[src/rtl/next_piece_preview_ctrl.sv]
// Next-piece preview sequencer: frame-synchronous piece commit, enable FSM and a
// two-stage pixel pipeline that addresses the tetromino sprite ROM.
module next_piece_preview_ctrl #(
    parameter int WIN_X      = 480,
    parameter int WIN_Y      = 64,
    parameter int SCALE_LOG2 = 2,
    parameter int COLOR_W    = 12
) (
    input  logic               clk,
    input  logic               reset,
    input  logic               video_on,
    input  logic [9:0]         pixel_row,
    input  logic [9:0]         pixel_column,
    input  logic               vsync_start,
    input  logic               enable_in,
    input  logic               next_block_wr,
    input  logic [2:0]         next_block_in,
    output logic [2:0]         sprite_block,
    output logic [2:0]         sprite_row,
    input  logic [7:0]         sprite_pixels,
    output logic               preview_on,
    output logic [COLOR_W-1:0] preview_color,
    output logic [2:0]         shown_block
);

    typedef enum logic [1:0] {
        ST_OFF    = 2'd0,
        ST_WAIT   = 2'd1,
        ST_ACTIVE = 2'd2,
        ST_DRAIN  = 2'd3
    } state_t;

    localparam logic [10:0] WIN_SIZE = 11'(8 << SCALE_LOG2);

    state_t     state;
    logic [2:0] pending_block;
    logic       pending_valid;
    logic       drawing;

    logic [10:0] dx_p0;
    logic [10:0] dy_p0;
    logic        vld_p0;
    logic        vld_p1;
    logic [2:0]  bit_idx_p1;

    function automatic logic [COLOR_W-1:0] palette(input logic [2:0] code);
        logic [11:0] rgb;
        case (code)
            3'd0:    rgb = 12'h0FF;
            3'd1:    rgb = 12'hF80;
            3'd2:    rgb = 12'h00F;
            3'd3:    rgb = 12'hFF0;
            3'd4:    rgb = 12'h0F0;
            3'd5:    rgb = 12'hA0F;
            3'd6:    rgb = 12'hF00;
            default: rgb = 12'h000;
        endcase
        return COLOR_W'(rgb);
    endfunction

    // Pending register is only ever copied to shown_block during vertical blank.
    always_ff @(posedge clk or posedge reset) begin
        if (reset) begin
            pending_block <= 3'd0;
            pending_valid <= 1'b0;
            shown_block   <= 3'd0;
        end else begin
            if (vsync_start && pending_valid) begin
                shown_block   <= pending_block;
                pending_valid <= 1'b0;
            end
            if (next_block_wr && next_block_in != 3'd7) begin
                pending_block <= next_block_in;
                pending_valid <= 1'b1;
            end
        end
    end

    always_ff @(posedge clk or posedge reset) begin
        if (reset) begin
            state <= ST_OFF;
        end else begin
            case (state)
                ST_OFF: begin
                    if (enable_in) state <= ST_WAIT;
                end
                ST_WAIT: begin
                    if (!enable_in)       state <= ST_OFF;
                    else if (vsync_start) state <= ST_ACTIVE;
                end
                ST_ACTIVE: begin
                    if (!enable_in) state <= ST_DRAIN;
                end
                ST_DRAIN: begin
                    if (enable_in)        state <= ST_ACTIVE;
                    else if (vsync_start) state <= ST_OFF;
                end
                default: state <= ST_OFF;
            endcase
        end
    end

    assign drawing = (state == ST_ACTIVE) || (state == ST_DRAIN);

    // Stage 0 -> 1: window test with wrapping subtraction, ROM address generation.
    assign dx_p0  = {1'b0, pixel_column} - 11'(WIN_X);
    assign dy_p0  = {1'b0, pixel_row} - 11'(WIN_Y);
    assign vld_p0 = video_on && drawing && (dx_p0 < WIN_SIZE) && (dy_p0 < WIN_SIZE);

    always_ff @(posedge clk or posedge reset) begin
        if (reset) begin
            vld_p1       <= 1'b0;
            bit_idx_p1   <= 3'd0;
            sprite_row   <= 3'd0;
            sprite_block <= 3'd0;
        end else begin
            vld_p1       <= vld_p0;
            bit_idx_p1   <= 3'd7 - dx_p0[SCALE_LOG2 +: 3];
            sprite_row   <= dy_p0[SCALE_LOG2 +: 3];
            sprite_block <= shown_block;
        end
    end

    // Stage 1 -> 2: select the ROM bit and colour it.
    always_ff @(posedge clk or posedge reset) begin
        if (reset) begin
            preview_on    <= 1'b0;
            preview_color <= '0;
        end else begin
            preview_on    <= vld_p1 && sprite_pixels[bit_idx_p1];
            preview_color <= (vld_p1 && sprite_pixels[bit_idx_p1]) ? palette(sprite_block) : '0;
        end
    end

endmodule

[config.mk]
export PLATFORM = sky130hd
export DESIGN_NAME = next_piece_preview_ctrl
export DESIGN_NICKNAME = d
export VERILOG_FILES = /design/src/rtl/next_piece_preview_ctrl.sv
export SDC_FILE = /design/constraint.sdc
export NUM_CORES = 1
export LEC_CHECK = 0
export ABC_AREA = 1
export BUFFER_PORTS_ARGS = -buffer_cell sky130_fd_sc_hd__buf_2
export CAP_MARGIN = 0
export CORE_MARGIN = 2
export CORE_UTILIZATION = 47
export CTS_CLUSTER_DIAMETER = 100
export DETAILED_ROUTE_END_ITERATION = 8
export PLACE_DENSITY = 0.94
export SLEW_MARGIN = 20
export SYNTH_ARGS = -nofsm -noshare
export SYNTH_HDL_FRONTEND = slang
export SYNTH_SLANG_ARGS = --single-unit
[constraint.sdc]
create_clock -name clk -period 1.61 [get_ports clk]
set_input_delay 0.322 -clock clk [delete_from_list [all_inputs] [get_ports clk]]
set_output_delay 0.322 -clock clk [all_outputs]
set_load 0.02 [all_outputs]
* Word-level counts from Yosys, hierarchy flattened *
Cells that the tools add are included.

cells by class
  add/subtract/negate cells = 3
  $mul = 0
  divide/modulo/power cells = 0
  order comparisons = 3
  equality and inequality tests = 14
  shift operators = 0
  multiplexer cells = 13
  bitwise gates (word level) = 0
  reduce and logical (&&, ||, !) cells = 11

operators by type and width
  operator               count
  $pmux 12 s7            1
  $lt 11x6->1 const B    2
  $mux 12                1
  $mux 2                 6
  $sub 10x7->11 const B  1
  $sub 10x9->11 const B  1
  $eq 3x3->1 const B     3
  $ne 3x3->1 const B     3
  $pmux 2 s4             1
  $eq 3x2->1 const B     2
  $logic_and 1x1->1      6
  $eq 2x2->1 const B     2
  $lt 3x4->1 const B     1
  $ne 2x2->1 const B     2
  $reduce_and 4->1       1
  $bmux 1 s3             1
  $eq 3x1->1 const B     1
  $logic_not 3->1        1
  $mux 1                 3
  $sub 3x3->3 const A    1
  $eq 2x1->1 const B     1
  $logic_not 2->1        1
  $reduce_bool 2->1      1
  $logic_or 1x1->1       1

word-level totals
  bits in registers = 32
  bits in latches = 0
  RAM bits = 0
  memory bits (read-only) = 0
  input bits = 37
  output and inout bits = 22
  word-level logic and storage cells = 54
  memories kept = 0

* Logic depth before layout (Yosys ltp) *
Gate-level depths: netlist of the first run.

  word-level depth = 5
  gate-level depth with buffers = 6
  gate-level depth less buffers = 6

* Worst setup path after synthesis of the first run *
Ideal clock, no wire load.

  kind = reg-to-reg
  start = register sprite_block[0]
  end = register preview_color[9]
  setup time = 124 ps
  data arrival time = 916 ps
  required time = 1486 ps
  slack = 570 ps
  stages on the path, launching flop included = 6
  buffers on the path = 0
  period minus slack after synthesis = 1040 ps
  cells stage by stage = dfrtp_1 -> inv_1 -> nand2_1 -> nor2_1 -> a211oi_1 -> nor2_1

on the way
  word-level cells in the longest chain between the ends = 3
  elaborated cells on any way between the ends = 9
  classes of those cells = 6 x eq/ne; 2 x mux; 1 x reduce/logical

ends and longest elaborated chain
  element                             line  RTL
  start, declared                     18    output logic [2:0] sprite_block,
  start signal, assigned              120   sprite_block <= shown_block;
  $eq 3x3->1 (tied with other cells)  48    case (code)
  $pmux 12 s7 (*)                     48
  $mux 12 (*)                         131   preview_color <= (vld_p1 && sprite_pixels[bit_idx_p1]) ? palette(sprite_block) : '0;
  end signal, assigned                131
  end, declared                       22    output logic [COLOR_W-1:0] preview_color,

Every way passes the cells marked *; elsewhere a longest branch is shown, timed or not.
A chain may end at the register's enable or synchronous reset.

* Worst setup path in the final report of the first run *
  start = register sprite_block[1]
  end = output sprite_block[1]

No word-level cell between the ends.

==> results.sh, run 1 <==
export IMPL_status="complete, no violations"
export IMPL_crit_path_cell_trace="buf_2"
export IMPL_dp_hpwl_microns=1750
export IMPL_ctsHoldBuffers=0
export IMPL_cp_depth=1
export IMPL_postCtsSetupBuffers=0
export IMPL_fin_util_pct=63.1
export IMPL_critPathArrivalTime_ps=940
export IMPL_instances_no_fill=195
export IMPL_end_kind="primary output"
export IMPL_core_area_sq_um=2210
export IMPL_num_rows=17
export IMPL_drc=0
export IMPL_ff2ff_setup_slack_ps=510
export IMPL_crit_path_start_kind="register"
export IMPL_cp_slowest_cell="dfrtp_1"
export IMPL_switchingPower_uw=421
export IMPL_syn_area_sq_um=1110
export IMPL_grt_setup_unrepaired="false"
export IMPL_first_pass_iters=4
export IMPL_num_vias=916
export IMPL_ctsResizeCount=0
export IMPL_yosys_warnings=0
export IMPL_rr_endpoint="preview_color[9]$_DFF_PP0_"
export IMPL_final_cell_mix="buf_2, dfrtp_1, inv_1, nand2_1, nor2_1"
export IMPL_dieArea_sq_um=2760
export IMPL_cap_violations=0
export IMPL_cts_sinks=25
export IMPL_setup_violations=0
export IMPL_synth_top_area_share_pct=56.4
export IMPL_period_minus_slack_ps=1260
export IMPL_finClkSkew_ps=5.80
export IMPL_crit_fanout=5
export IMPL_netSwitchingFraction_pct=31.4
export IMPL_worst_path_buf_inv=1
export IMPL_initial_core_util_pct=50.1
export IMPL_power_frac_clock_pct=20.0
export IMPL_place_congestion=0.685
export IMPL_reg2reg_depth=6
export IMPL_grt_use_total_pct=17.7
export IMPL_r2r_start="bit_idx_p1[0]$_DFF_PP0_"
export IMPL_worst_slew_pin_slew_ps=293
export IMPL_power_density_nw_per_um2=961
export IMPL_portBuffers=54
export IMPL_final_common_cell="buf_2"
export IMPL_crit_end="sprite_block[1]"
export IMPL_synth_seq_area_share_pct=56.4
export IMPL_wl_per_cell_microns=10.5
export IMPL_drtIter0Drc=5
export IMPL_final_antenna_net_count=0
export IMPL_crit_family="flip-flops"
export IMPL_syn_inst=115
export IMPL_clkSlewWorstSetupHoldPaths_ps=130
export IMPL_fmax_ghz=0.795
export IMPL_yosys_top_cells_area="dfrtp_1, inv_1, nand2_1, buf_4, nor2_1"
export IMPL_clk_insertion_delay_late_ps=310
export IMPL_critPathMaxStageDelay_ps=430
export IMPL_fin_nets=206
export IMPL_syn_mean_instance_area_sq_um=9.64
export IMPL_yosys_area_top_type="dfrtp_1"
export IMPL_num_antenna_cells=0
export IMPL_grt_max_degree=26
export IMPL_cts_root_buf="clkbuf_4"
export IMPL_startpoint="sprite_block[1]$_DFF_PP0_"
export IMPL_hold_violations=0
export IMPL_syn_nets=153
export IMPL_synth_seq_cells=25
export IMPL_tns_ps=0
export IMPL_htreeDepth=1
export IMPL_hp_class="in2async"
export IMPL_cts_buffers=3
export IMPL_fin_crit_sh_pct=78.1
export IMPL_dp_cells=191
export IMPL_grt_antenna_before_repair=0
export IMPL_layout_drive_gt1_share_pct=40.1
export IMPL_grt_pass1_vias=932
export IMPL_io_pins=59
export IMPL_syn2layout_area_growth_pct=26.0
export IMPL_critPathKind="reg2out"
export IMPL_cts_tree="built"
export IMPL_die_y_microns=52.6
export IMPL_p_int_uw=921
export IMPL_routed_wl_microns=2050
export IMPL_viasPerCell=4.70
export IMPL_leakage_nw=0.837
export IMPL_yosysUniqueCellTypes=21
export IMPL_slew_headroom_pct=80.5
export IMPL_clock_path_buffers=2
export IMPL_holdWs_ps=17.5
export IMPL_grt_pass1_wl_microns=3500
export IMPL_slew_viol_final=0
export IMPL_pwr_share_comb_pct=23.7
export IMPL_power_frac_seq_pct=56.3
export IMPL_grt_remaining_overflow=0
export IMPL_dieWidth_microns=52.6
export IMPL_cp_required_ps=1290
export IMPL_max_vdd_ir_drop_uv=663
## per-layer routing
layer / part of all wire [%] / GRT usage (%) / up-vias
met2: 55 / 35.8 / 43
met5: 0 / 0 / -
met1: 37 / 16.1 / 416
met3: 6.3 / 3.71 / 5
li1: - / - / 452
met4: 1.8 / 8.12 / 0
## state kept, by name, summed over array words and instances, names as in the netlist, named ones only
name           flops
vld_p1             1
bit_idx_p1         3
sprite_row         3
state              1
pending_valid      1
preview_on         1
preview_color      5
sprite_block       3
pending_block      3
shown_block        3
## power groups by stage
| stage | logic, mW | registers [mW] | clock network (mW) |
|---|---|---|---|
| after global routing | 0.360 | 0.764 | 0.312 |
| after floorplan | 0.156 | 0.805 | 0 |
| after CTS | 0.321 | 0.756 | 0.275 |
| final | 0.318 | 0.756 | 0.268 |
| after global placement | 0.293 | 0.765 | 0 |
| after detailed placement | 0.321 | 0.769 | 0 |
## per-stage QoR
step	setup slack (ps)	area [sq um]	power, mW
detailed placement	493	1370	1.09
CTS	344	1400	1.35
finish	352	1400	1.34
floorplan	570	1110	0.961
global route	294	1400	1.44
global placement	531	1370	1.06
## cell families (layout without fill, tap and decap cells)
family,Yosys count,in the layout,synth area share (%)
AND/OR/NAND/NOR,40,40,17.6
buffers and inverters,32,84,13.2
flip-flops,25,25,56.4
AO/OA/AOI/OAI,13,13,7.79
multiplexers,3,3,3.05
adder cells (fa/ha/maj),1,1,1.13
XOR/XNOR,1,1,0.790
## synthesized netlist by cell type (all sizes together)
master	n
xnor2	1
nand3b	2
nand4	2
nand2	17
buf	7
inv	25
o21ai	7
nor3	1
o31ai	1
mux2	3
ha	1
a22oi	1
dfrtp	25
a21oi	3
a211oi	1
nand3	5
nor2	12
or2	1
## worst min path at each step
stage | from | end | depth (start not counted)
finish | reset | state[0]$_DFFE_PP0P_ | 3
floorplan | reset | async pin | 1
CTS | reset | state[0]$_DFFE_PP0P_ | 3
global route | reset | state[0]$_DFFE_PP0P_ | 3
global placement | reset | state[0]$_DFFE_PP0P_ | 3
detailed placement | reset | async pin | 3
## final cells by class
class	instances	area [sq um]
multi-input combinational	58	337
inverter	25	93.8
timing repair buffer	55	278
clock buffer	3	22.5
sequential	25	626
clock inverter	1	5.00
fill	182	816
tap	28	35.0
Note: power is estimated with default switching activity, not from simulation.
==> inputs of run 2 (changes only) <==
CORE_UTILIZATION = 39   (was 47)
PLACE_DENSITY = 0.85   (was 0.94)
clock period = 1 ns   (was 1.61 ns; I/O delays follow)
==> run 2 against run 1 <==
Effect of this change:
- the run now ends with negative setup slack left
- combinational power up 130%
- sequential power increased by 60%
- final area up 20%
- core utilization fell by 1.9 points
- hold slack better by 7.2 ps
- register-to-register slack lost 640 ps
- clock skew fell by 0.53 ps
- critical path type unchanged
- critical endpoint is now sprite_block[0]
==> results.sh, run 2 (synthesis gave the netlist of run 1 again) <==
export IMPL_status="complete, but fails checks"
export IMPL_violations="negative setup slack"
export IMPL_setup_violations=28
export IMPL_grt_max_degree=26
export IMPL_cts_buffers=3
export IMPL_max_vdd_ir_drop_uv=1000
export IMPL_grt_remaining_overflow=0
export IMPL_crit_family="flip-flops"
export IMPL_layout_drive_gt1_share_pct=45.9
export IMPL_fin_crit_sh_pct=117
export IMPL_slew_headroom_pct=79.4
export IMPL_power_density_nw_per_um2=1420
export IMPL_cap_violations=0
export IMPL_worst_path_buf_inv=2
export IMPL_grt_pass1_wl_microns=4020
export IMPL_num_rows=19
export IMPL_dieArea_sq_um=3290
export IMPL_crit_top_cell="buf_6"
export IMPL_fmax_ghz=0.852
export IMPL_critPathKind="reg2out"
export IMPL_slew_viol_final=0
export IMPL_crit_path_start_kind="register"
export IMPL_hp_class="in2reg"
export IMPL_finalWorstSetupSlack_ps=-174
export IMPL_io_pins=59
export IMPL_clk_insertion_delay_late_ps=300
export IMPL_fin_nets=220
export IMPL_finClkSkew_ps=5.27
export IMPL_core_area_sq_um=2730
export IMPL_clock_path_buffers=2
export IMPL_power_frac_clock_pct=18.2
export IMPL_crit_fanout=2
export IMPL_dieWidth_microns=57.3
export IMPL_final_antenna_net_count=0
export IMPL_cp_required_ps=800
export IMPL_worst_slew_pin_slew_ps=310
export IMPL_r2r_start="bit_idx_p1[0]$_DFF_PP0_"
export IMPL_n_fill_cell=233
export IMPL_drc=0
export IMPL_placed_cell_area_sq_um=1390
export IMPL_largest_register_ffs=5
export IMPL_wl_per_cell_microns=11.3
export IMPL_num_antenna_cells=0
export IMPL_grt_use_total_pct=15.9
export IMPL_period_minus_slack_ps=1170
export IMPL_end_kind="primary output"
export IMPL_routed_wl_microns=2390
export IMPL_leakage_nw=0.918
export IMPL_first_pass_iters=4
export IMPL_initial_core_util_pct=40.5
export IMPL_portBuffers=54
export IMPL_num_vias=970
export IMPL_cts_root_buf="clkbuf_4"
export IMPL_grt_setup_unrepaired="true"
export IMPL_die_y_microns=57.3
export IMPL_power_frac_seq_pct=50.9
export IMPL_cts_tree="built"
export IMPL_critPathMaxStageDelay_ps=430
export IMPL_final_cell_mix="buf_2, buf_6, inv_1, dfrtp_1, nand2_1"
export IMPL_place_congestion=0.872
export IMPL_grt_pass1_vias=1017
export IMPL_pwr_share_comb_pct=30.9
export IMPL_grt_antenna_before_repair=0
export IMPL_hold_violations=0
export IMPL_fin_util_pct=61.2
export IMPL_holdWs_ps=24.7
export IMPL_min_delay_start="pixel_column[2]"
export IMPL_startpoint="sprite_block[0]$_DFF_PP0_"
export IMPL_p_int_mw=1.68
export IMPL_final_common_cell="buf_2"
export IMPL_final_area_sq_um=1670
export IMPL_htreeDepth=1
export IMPL_dp_hpwl_microns=1540
export IMPL_switchingPower_uw=706
export IMPL_clkSlewWorstSetupHoldPaths_ps=130
export IMPL_crit_path_cell_trace="buf_6, buf_6"
export IMPL_critPathArrivalTime_ps=970
export IMPL_cp_slowest_cell="dfrtp_2"
export IMPL_netSwitchingFraction_pct=29.6
export IMPL_cts_sinks=25
export IMPL_syn2layout_area_growth_pct=51.0
export IMPL_viasPerCell=4.58
export IMPL_largest_register="preview_color"
export IMPL_place_ws_ps=-88.9
export IMPL_drtIter0Drc=25
-- run 2: through the flow --
step / setup TNS, ps / power (mW) / cells
after global routing: -4050 / 2.54 / 212
after floorplan: -20.2 / 1.55 / 115
final: -2460 / 2.38 / 212
after global placement: -236 / 1.75 / 196
after detailed placement: -477 / 1.76 / 196
after CTS: -2610 / 2.38 / 210
-- run 2: routing by layer --
metal  GRT usage, %  share of wire, %  vias up
met5              0                 0        -
li1               -                 -      481
met2           32.5                57       44
met4           5.65               1.5        0
met3           3.85               6.9        4
met1           14.7                35      441
-- run 2: final timing paths --
kind | end | cells after the start | slack [ps]
min in group asynchronous | pending_valid$_DFFE_PP0P_ | 4 | 470
max in group asynchronous | bit_idx_p1[0]$_DFF_PP0_ | 4 | 270
hold / removal | bit_idx_p1[0]$_DFF_PP0_ | 2 | 20
setup reg to reg | preview_color[9]$_DFF_PP0_ | 6 | -130
hold reg to reg | pending_block[2]$_DFFE_PP0P_ | 2 | 500
setup / recovery | sprite_block[0] | 2 | -170
-- run 2: cell type report --
class	instances	area, sq um	area share (%)
clock buffers	4	26.3	1.57
inverters	25	93.8	5.61
multi-input cells	58	344	20.6
flip-flops and latches	25	631	37.7
well taps	31	38.8	2.32
repair buffers	69	541	32.3
-- run 2: repair_timing --
item,CTS,global route
pin swaps,0,0
gates resized for setup,49,3
hold buffers,4,1
endpoints found under the setup margin,28,31
endpoints found under the hold margin,28,1
buffers inserted,6,2
-- run 2: power by group through the flow --
stage	logic [mW]	registers, mW	clock network, mW
after global placement	0.516	1.23	0
after CTS	0.718	1.21	0.451
after detailed placement	0.529	1.23	0
final	0.738	1.21	0.433
after floorplan	0.251	1.30	0
after global routing	0.814	1.23	0.496
